$ cat config.mk
export PLATFORM = sky130hd
export DESIGN_NAME = control_sequencer
export DESIGN_NICKNAME = d
export VERILOG_FILES = /design/src/rtl/control_sequencer.sv
export SDC_FILE = /design/constraint.sdc
export NUM_CORES = 1
export LEC_CHECK = 0
export CORE_MARGIN = 5
export CORE_UTILIZATION = 43
export DETAILED_ROUTE_END_ITERATION = 10
export DONT_BUFFER_PORTS = 1
export PLACE_DENSITY = 0.57
export SYNTH_ARGS = -nofsm -noshare
export SYNTH_HDL_FRONTEND = slang
export SYNTH_SLANG_ARGS = --single-unit
$ cat constraint.sdc
create_clock -name Clock -period 1.97 [get_ports Clock]
set_input_delay 0.197 -clock Clock [delete_from_list [all_inputs] [get_ports Clock]]
set_output_delay 0.197 -clock Clock [all_outputs]
set_load 0.03 [all_outputs]
$ cat src/rtl/control_sequencer.sv
// Hardwired control sequencer: fetch steps T0-T2, then opcode-specific execute steps.
// Drives every datapath strobe from the current step; Illegal latches undefined opcodes.
module control_sequencer #(
    parameter int unsigned MEM_WAIT = 0,
    parameter logic [4:0]  OPC_ADDI = 5'b01100,
    parameter logic [4:0]  OPC_BR   = 5'b10010,
    parameter logic [4:0]  OPC_JR   = 5'b10011,
    parameter logic [4:0]  OPC_NOP  = 5'b11010,
    parameter logic [4:0]  OPC_HALT = 5'b11011
) (
    input  logic        Clock,
    input  logic        Resetn,
    input  logic [31:0] IR,
    input  logic        CON,
    input  logic        Stop,
    output logic        PCout,
    output logic        MARin,
    output logic        IncPC,
    output logic        Zin,
    output logic        Read,
    output logic        MDRin,
    output logic        PCin,
    output logic        MDRout,
    output logic        IRin,
    output logic        Gra,
    output logic        Grb,
    output logic        Rin,
    output logic        Rout,
    output logic        CONin,
    output logic        Yin,
    output logic        Cout,
    output logic        ZLOout,
    output logic        ADD,
    output logic        Running,
    output logic        Illegal,
    output logic [3:0]  Step
);

    typedef enum logic [3:0] {
        S_T0      = 4'd0,
        S_T1      = 4'd1,
        S_T2      = 4'd2,
        S_T3      = 4'd3,
        S_ADDI_T4 = 4'd4,
        S_ADDI_T5 = 4'd5,
        S_BR_T4   = 4'd6,
        S_BR_T5   = 4'd7,
        S_BR_T6   = 4'd8,
        S_HALT    = 4'd14,
        S_RST     = 4'd15
    } state_t;

    localparam logic [3:0] LP_WAIT = 4'(MEM_WAIT);

    state_t     r_state;
    logic [3:0] r_wait_cnt;
    logic       r_illegal;

    logic [4:0] w_opcode;
    logic       w_last_wait;
    state_t     w_next_instr;
    logic       w_unused_ir;

    assign w_opcode     = IR[31:27];
    assign w_last_wait  = (r_wait_cnt == LP_WAIT);
    assign w_next_instr = Stop ? S_HALT : S_T0;
    assign w_unused_ir  = ^IR[26:0];
    assign Illegal      = r_illegal;

    // NOTE: state registers use non-blocking assignments so every flop samples pre-edge values.
    always_ff @(posedge Clock or negedge Resetn) begin
        if (!Resetn) begin
            r_state    <= S_RST;
            r_wait_cnt <= 4'd0;
            r_illegal  <= 1'b0;
        end else begin
            case (r_state)
                S_RST: r_state <= S_T0;
                S_T0:  r_state <= S_T1;
                S_T1: begin
                    if (w_last_wait) begin
                        r_wait_cnt <= 4'd0;
                        r_state    <= S_T2;
                    end else begin
                        r_wait_cnt <= r_wait_cnt + 4'd1;
                    end
                end
                S_T2: r_state <= S_T3;
                S_T3: begin
                    if (w_opcode == OPC_ADDI) begin
                        r_state <= S_ADDI_T4;
                    end else if (w_opcode == OPC_BR) begin
                        r_state <= S_BR_T4;
                    end else if ((w_opcode == OPC_JR) || (w_opcode == OPC_NOP)) begin
                        r_state <= w_next_instr;
                    end else if (w_opcode == OPC_HALT) begin
                        r_state <= S_HALT;
                    end else begin
                        r_state   <= S_HALT;
                        r_illegal <= 1'b1;
                    end
                end
                S_ADDI_T4: r_state <= S_ADDI_T5;
                S_ADDI_T5: r_state <= w_next_instr;
                S_BR_T4:   r_state <= S_BR_T5;
                S_BR_T5:   r_state <= S_BR_T6;
                S_BR_T6:   r_state <= w_next_instr;
                S_HALT:    r_state <= S_HALT;
                default:   r_state <= S_RST;
            endcase
        end
    end

    // Strobes decode straight from the state flops so an asynchronous reset silences them at once.
    always_comb begin
        // NOTE: every output gets a default first so no path through the case infers a latch.
        PCout   = 1'b0;
        MARin   = 1'b0;
        IncPC   = 1'b0;
        Zin     = 1'b0;
        Read    = 1'b0;
        MDRin   = 1'b0;
        PCin    = 1'b0;
        MDRout  = 1'b0;
        IRin    = 1'b0;
        Gra     = 1'b0;
        Grb     = 1'b0;
        Rin     = 1'b0;
        Rout    = 1'b0;
        CONin   = 1'b0;
        Yin     = 1'b0;
        Cout    = 1'b0;
        ZLOout  = 1'b0;
        ADD     = 1'b0;
        Running = (r_state != S_RST) && (r_state != S_HALT);
        Step    = 4'd15;
        case (r_state)
            S_T0: begin
                Step  = 4'd0;
                PCout = 1'b1;
                MARin = 1'b1;
                IncPC = 1'b1;
                Zin   = 1'b1;
            end
            S_T1: begin
                Step   = 4'd1;
                ZLOout = 1'b1;
                Read   = 1'b1;
                MDRin  = 1'b1;
                PCin   = w_last_wait;
            end
            S_T2: begin
                Step   = 4'd2;
                MDRout = 1'b1;
                IRin   = 1'b1;
            end
            S_T3: begin
                Step = 4'd3;
                if (w_opcode == OPC_ADDI) begin
                    Grb  = 1'b1;
                    Rout = 1'b1;
                    Yin  = 1'b1;
                end else if (w_opcode == OPC_BR) begin
                    Gra   = 1'b1;
                    Rout  = 1'b1;
                    CONin = 1'b1;
                end else if (w_opcode == OPC_JR) begin
                    Gra  = 1'b1;
                    Rout = 1'b1;
                    PCin = 1'b1;
                end
            end
            S_ADDI_T4, S_BR_T5: begin
                Step = (r_state == S_BR_T5) ? 4'd5 : 4'd4;
                Cout = 1'b1;
                ADD  = 1'b1;
                Zin  = 1'b1;
            end
            S_ADDI_T5: begin
                Step   = 4'd5;
                ZLOout = 1'b1;
                Gra    = 1'b1;
                Rin    = 1'b1;
            end
            S_BR_T4: begin
                Step  = 4'd4;
                PCout = 1'b1;
                Yin   = 1'b1;
            end
            S_BR_T6: begin
                Step   = 4'd6;
                ZLOout = 1'b1;
                PCin   = CON;
            end
            S_HALT:  Step = 4'd14;
            default: Step = 4'd15;
        endcase
    end

endmodule

Word level (Yosys, flattened, before mapping)
Cells that the tools add are included.
- bits in registers: 9
- latch bits: 0
- RAM bits: 0
- memory bits (read-only): 0
- bits of input ports: 36
- output and inout port bits: 24
- logic and storage cells: 68
- memories: 0
- add/subtract/negate cells: 1
- multiply operators: 0
- divide/modulo/power cells: 0
- order comparisons: 0
- equality and inequality tests: 18
- shifts and indexed selects: 0
- multiplexer cells: 32
- bitwise gates (word level): 4
- reduce and logical (&&, ||, !) cells: 10
- operator list (kind ; count):
    4-bit one-hot mux with 10 select lines ; 1
    4-bit one-hot mux with 9 select lines ; 1
    4-bit two-way mux ; 6
    1-bit two-way mux ; 21
    5-bit equality test, second input constant ; 4
    4-bit by 3-bit equality test with 1-bit output, second input constant ; 4
    4-bit equality test, second input constant ; 3
    4-bit by 2-bit equality test with 1-bit output, second input constant ; 2
    4-bit logical NOT ; 2
    4-bit != test, second input constant ; 2
    2-bit OR reduction ; 3
    3-bit OR reduction ; 2
    5-bit by 4-bit equality test with 1-bit output, second input constant ; 1
    5-bit AND reduction ; 1
    4-bit by 1-bit adder with 4-bit output, second input constant ; 1
    4-bit by 1-bit equality test with 1-bit output, second input constant ; 1
    1-bit inverter ; 4
    1-bit one-hot mux with 2 select lines ; 2
    1-bit one-hot mux with 3 select lines ; 1
    2-bit != test, second input constant ; 1
    1-bit logical AND ; 1
    1-bit logical OR ; 1

Logic depth before layout (Yosys ltp)
- depth after elaboration: 6
- depth in mapped cells: 6
- depth with buffers taken out: 6

Least setup slack after synthesis
Ideal clock, no wire load.
- path kind: register -> output
- start point: register r_state[2]
- end point: output port Cout
- data arrival time: 2.349 ns
- data required time: 1.773 ns
- setup slack: -0.576 ns
- stages on the path, launching flop included: 6
- path buffers: 2
- cell sequence: dfstp_2 -> clkbuf_1 -> nand3_1 -> a21oi_1 -> nor2b_1 -> buf_4
- cells in the longest elaborated chain, start to end: 3
- elaborated cells on any way between the ends: 4
- those cells by class: eq/ne (2); mux (1); reduce/logical (1)
- RTL lines (what ; line ; RTL):
    start: declaration ; 55 ; state_t r_state;
    start signal: assignment ; 95 ; r_state <= w_next_instr;
    start signal: assignment ; 104 ; S_ADDI_T5: r_state <= w_next_instr;
    start signal: assignment ; 107 ; S_BR_T6: r_state <= w_next_instr;
    4-bit by 3-bit equality test with 1-bit output ; -- ;
    2-bit OR reduction (*) ; -- ;
    1-bit two-way mux (*) ; -- ;
    end: declaration ; 31 ; output logic Cout,
Mark *: on every way between the ends. The rest lies on a longest branch, timed or not.

Worst setup path after layout
- start point: register r_state[2]
- end point: output port PCin
- cells in the longest elaborated chain, start to end: 2
- elaborated cells on any way between the ends: 4
- those cells by class: eq/ne (3); mux (1)
- RTL lines (what ; line ; RTL):
    4-bit equality test, or another cell as far along ; 137 ; case (r_state)
    1-bit one-hot mux with 3 select lines (*) ; 137 ;
    end: declaration ; 22 ; output logic PCin,
Marked as above.

==> results.sh <==
export IMPL_outcome="complete, no violations"
export IMPL_synth_top_family_by_area="simple AND/OR/NAND/NOR gates"
export IMPL_wl_per_cell_microns=13.95
export IMPL_cts_htree_levels=1
export IMPL_synth_compound_area_frac=0.2190
export IMPL_cts_buffer_depth=2
export IMPL_tightest_slew_ns=0.4648
export IMPL_final_core_util=0.5361
export IMPL_ir_drop_mv=0.7805
export IMPL_initial_core_util=0.4472
export IMPL_fin_cells=149
export IMPL_crit_arrival_ns=1.73
export IMPL_synth_area_mux_share=0.02450
export IMPL_crit_path_start_kind="flip-flop"
export IMPL_worstReg2RegEnd="r_wait_cnt[0]"
export IMPL_ys_ff_latch=9
export IMPL_rsz0062_at_grt="true"
export IMPL_hold_class="input pin to flip-flop"
export IMPL_p_per_area_nw_per_um2=1636
export IMPL_clock_latency_ns=0.26
export IMPL_reg2reg_depth=4
export IMPL_max_freq_mhz=520.0
export IMPL_n_fill_cell=197
export IMPL_min_to="r_state[3]"
export IMPL_synth_fa_ha_area_frac=0.02882
export IMPL_period_minus_slack_ns=1.923
export IMPL_syn_inst=111
export IMPL_hold_viol=0
export IMPL_num_vias=777
export IMPL_cts_buffers=3
export IMPL_maxCapViolations=0
export IMPL_cts_setup_buffers=0
export IMPL_drc=0
export IMPL_setup_viol=0
export IMPL_syn_area_sq_um=868.3
export IMPL_synth_avg_cell_area_sq_um=7.823
export IMPL_grt_max_degree=20
export IMPL_nNetsFinal=161
export IMPL_layout_setup_ws_ns=0.04703
export IMPL_yosysWarnings=0
export IMPL_cp_max_fo=3
export IMPL_dr_pass1_iters=4
export IMPL_ant_nets=0
export IMPL_yosys_area_share_simple=0.3271
export IMPL_antenna_cells=0
export IMPL_grt_overflow=0
export IMPL_coreArea_sq_um=1942
export IMPL_timing_rr_start="r_state[0]"
export IMPL_fp_dieH_microns=54.94
export IMPL_cp_required_ns=1.77
export IMPL_numPortBuffers=0
export IMPL_layout_drive_gt1_share=0.3115
export IMPL_root_buffer="clkbuf_4"
export IMPL_cts_sinks=9
export IMPL_synth_top_area_share=0.1441
export IMPL_synth_seq_area_share=0.2651
export IMPL_yosys_area_top_type="dfrtp_1"
export IMPL_seq_area_sq_um=230.2
export IMPL_cts_resized=0
export IMPL_cts_tree="built"
export IMPL_wirelength_microns=2079
export IMPL_fin_crit_sh=0.9761
export IMPL_synthXorXnorAreaFrac=0.03026
export IMPL_clk_pin_slew_ns=0.07
export IMPL_ys_top_cells_by_area="dfrtp_1, dfstp_2, o21ai_0, nor2_1, nand2b_1"
export IMPL_post_place_ws_ns=0.3248
export IMPL_grt_first_pass_wirelength_microns=3436
export IMPL_fp_dieW_microns=54.94
export IMPL_min_path_cells=3
export IMPL_grt_total_usage=0.1561
export IMPL_finClkSkew_ns=0.001574
export IMPL_worst_r2r_setup_slack_ns=0.42
export IMPL_crit_path_end_kind="primary output"
export IMPL_dp_cells=144
export IMPL_slew_headroom=0.6891
export IMPL_pin_count=60
export IMPL_crit_type="flip-flop to primary output"
export IMPL_dieArea_sq_um=3018
export IMPL_total_leakage_power_nw=0.4266
export IMPL_ys_types=43
export IMPL_syn_nets=149
export IMPL_slew_viol_final=0
export IMPL_vias_per_cell=5.215
export IMPL_grt_pass1_vias=753
export IMPL_place_hpwl_microns=1547
export IMPL_place_congestion=0.8244
export IMPL_syn2layout_area_growth_pct=19.88
export IMPL_power_w=0.001703
export IMPL_multi_input_area_sq_um=576.8
export IMPL_rows=16
export IMPL_drt_iter0_markers=7
export IMPL_antenna_found_initial=0
export IMPL_worstHoldStart="IR[30]"
-- registers in the layout, indices dropped and copies added (netlist names) --
| register | count |
|---|---|
| r_state | 4 |
| Illegal | 1 |
| r_wait_cnt | 4 |
-- cell usage in the layout, fill, tap and decap left out, types with 2 or more instances in the layout --
cell / instances
nor2_1: 13
nand3_1: 2
or2_4: 2
nand2_1: 4
dfrtp_1: 5
xnor2_1: 2
ha_1: 2
buf_4: 17
o21ai_0: 10
nand2b_1: 7
inv_1: 4
nor3_1: 3
or2_2: 3
dfstp_2: 4
clkbuf_4: 3
a21boi_0: 2
nor3b_1: 2
nor2b_1: 3
a21oi_1: 7
-- where the power goes --
group | switching (W) | internal [W] | total (W) | leakage, nW
Sequential | 0.0000411 | 0.000268 | 0.000309 | 0.108
Combinational | 0.000815 | 0.000432 | 0.00125 | 0.301
Clock | 0.0000716 | 0.0000749 | 0.000146 | 0.0177
-- routing by layer --
layer	global-route usage	vias up	routed length, microns
li1	-	401	-
met1	0.2083	356	965
met2	0.2461	18	939
met3	0.04558	2	159
met4	0.04049	0	15
met5	0	-	0
-- metrics by stage --
stage               hold WS (ns)  instance area [sq um]  TNS [ns]
CTS                       0.1707                   1041         0
finish                    0.1685                   1041         0
floorplan               -0.09859                  899.6         0
global route              0.1984                   1041  -0.09065
global placement        -0.09836                   1003         0
detailed placement      -0.09840                   1003         0
-- critical path, cell delays in order (launching register included) --
cell and delay [ns]:
dfstp_2 0.37, or2_1 0.24, or2_4 0.26, or2_4 0.27, o21ai_2 0.32
-- kinds of logic after synthesis --
family / after synthesis
AOI/OAI and AO/OA: 30
adders and majority gates: 2
and+or+nand+nor: 49
muxes: 2
DFF: 9
buffers and inverters: 16
xor gates and xnor gates: 3
-- Yosys cell counts --
| library cell | number |
|---|---|
| mux2_2 | 1 |
| a31o_2 | 1 |
| nor2_4 | 1 |
| or2_1 | 1 |
| nand4_1 | 1 |
| ha_1 | 2 |
| o211ai_1 | 1 |
| nor2_1 | 13 |
| or2_4 | 2 |
| nand2b_1 | 7 |
| o21a_1 | 1 |
| mux2i_1 | 1 |
| nand3_1 | 2 |
| a21o_1 | 1 |
| clkbuf_1 | 4 |
| o32ai_1 | 1 |
| buf_1 | 1 |
| a21oi_1 | 8 |
| or4_1 | 1 |
| or4bb_1 | 1 |
| xnor2_1 | 2 |
| nor3b_1 | 3 |
| o21ai_2 | 1 |
| or2_2 | 3 |
| buf_6 | 2 |
| buf_2 | 1 |
| xor2_1 | 1 |
| nor3_1 | 3 |
| o21bai_1 | 1 |
| nand2_1 | 4 |
| inv_1 | 4 |
| dfstp_2 | 4 |
| nand3b_1 | 1 |
| nor2b_1 | 4 |
| dfrtp_1 | 5 |
| o21ai_0 | 10 |
| a32oi_1 | 1 |
| a21boi_0 | 2 |
| buf_4 | 4 |
| o2111a_1 | 1 |
| and3b_1 | 1 |
| a211o_1 | 1 |
| or3b_1 | 1 |
-- what timing repair did --
item | 4_1_cts | 5_1_grt
endpoints found under the setup margin | 0 | 3
endpoints found under the hold margin | 9 | 0
hold buffers | 1 | 0
-- how the worst max path moves through the flow --
stage | start | end | slack, ns | cells after the start
floorplan | r_state[1] | CONin | 0.02 | 5
global placement | r_state[2] | PCin | 0.32 | 4
detailed placement | r_state[2] | PCin | 0.32 | 4
CTS | r_state[2] | PCin | 0.03 | 4
global route | r_state[0] | ADD | -0.03 | 5
finish | r_state[2] | PCin | 0.05 | 4
-- cell type report --
class,count,share of cell area
Tap cell,27,0.03245
Multi-Input combinational cell,86,0.5541
Timing Repair Buffer,19,0.1514
Clock inverter,1,0.004808
Clock buffer,3,0.02163
Inverter,4,0.01442
Sequential cell,9,0.2212
No activity file was read; power rests on OpenSTA's default activity.
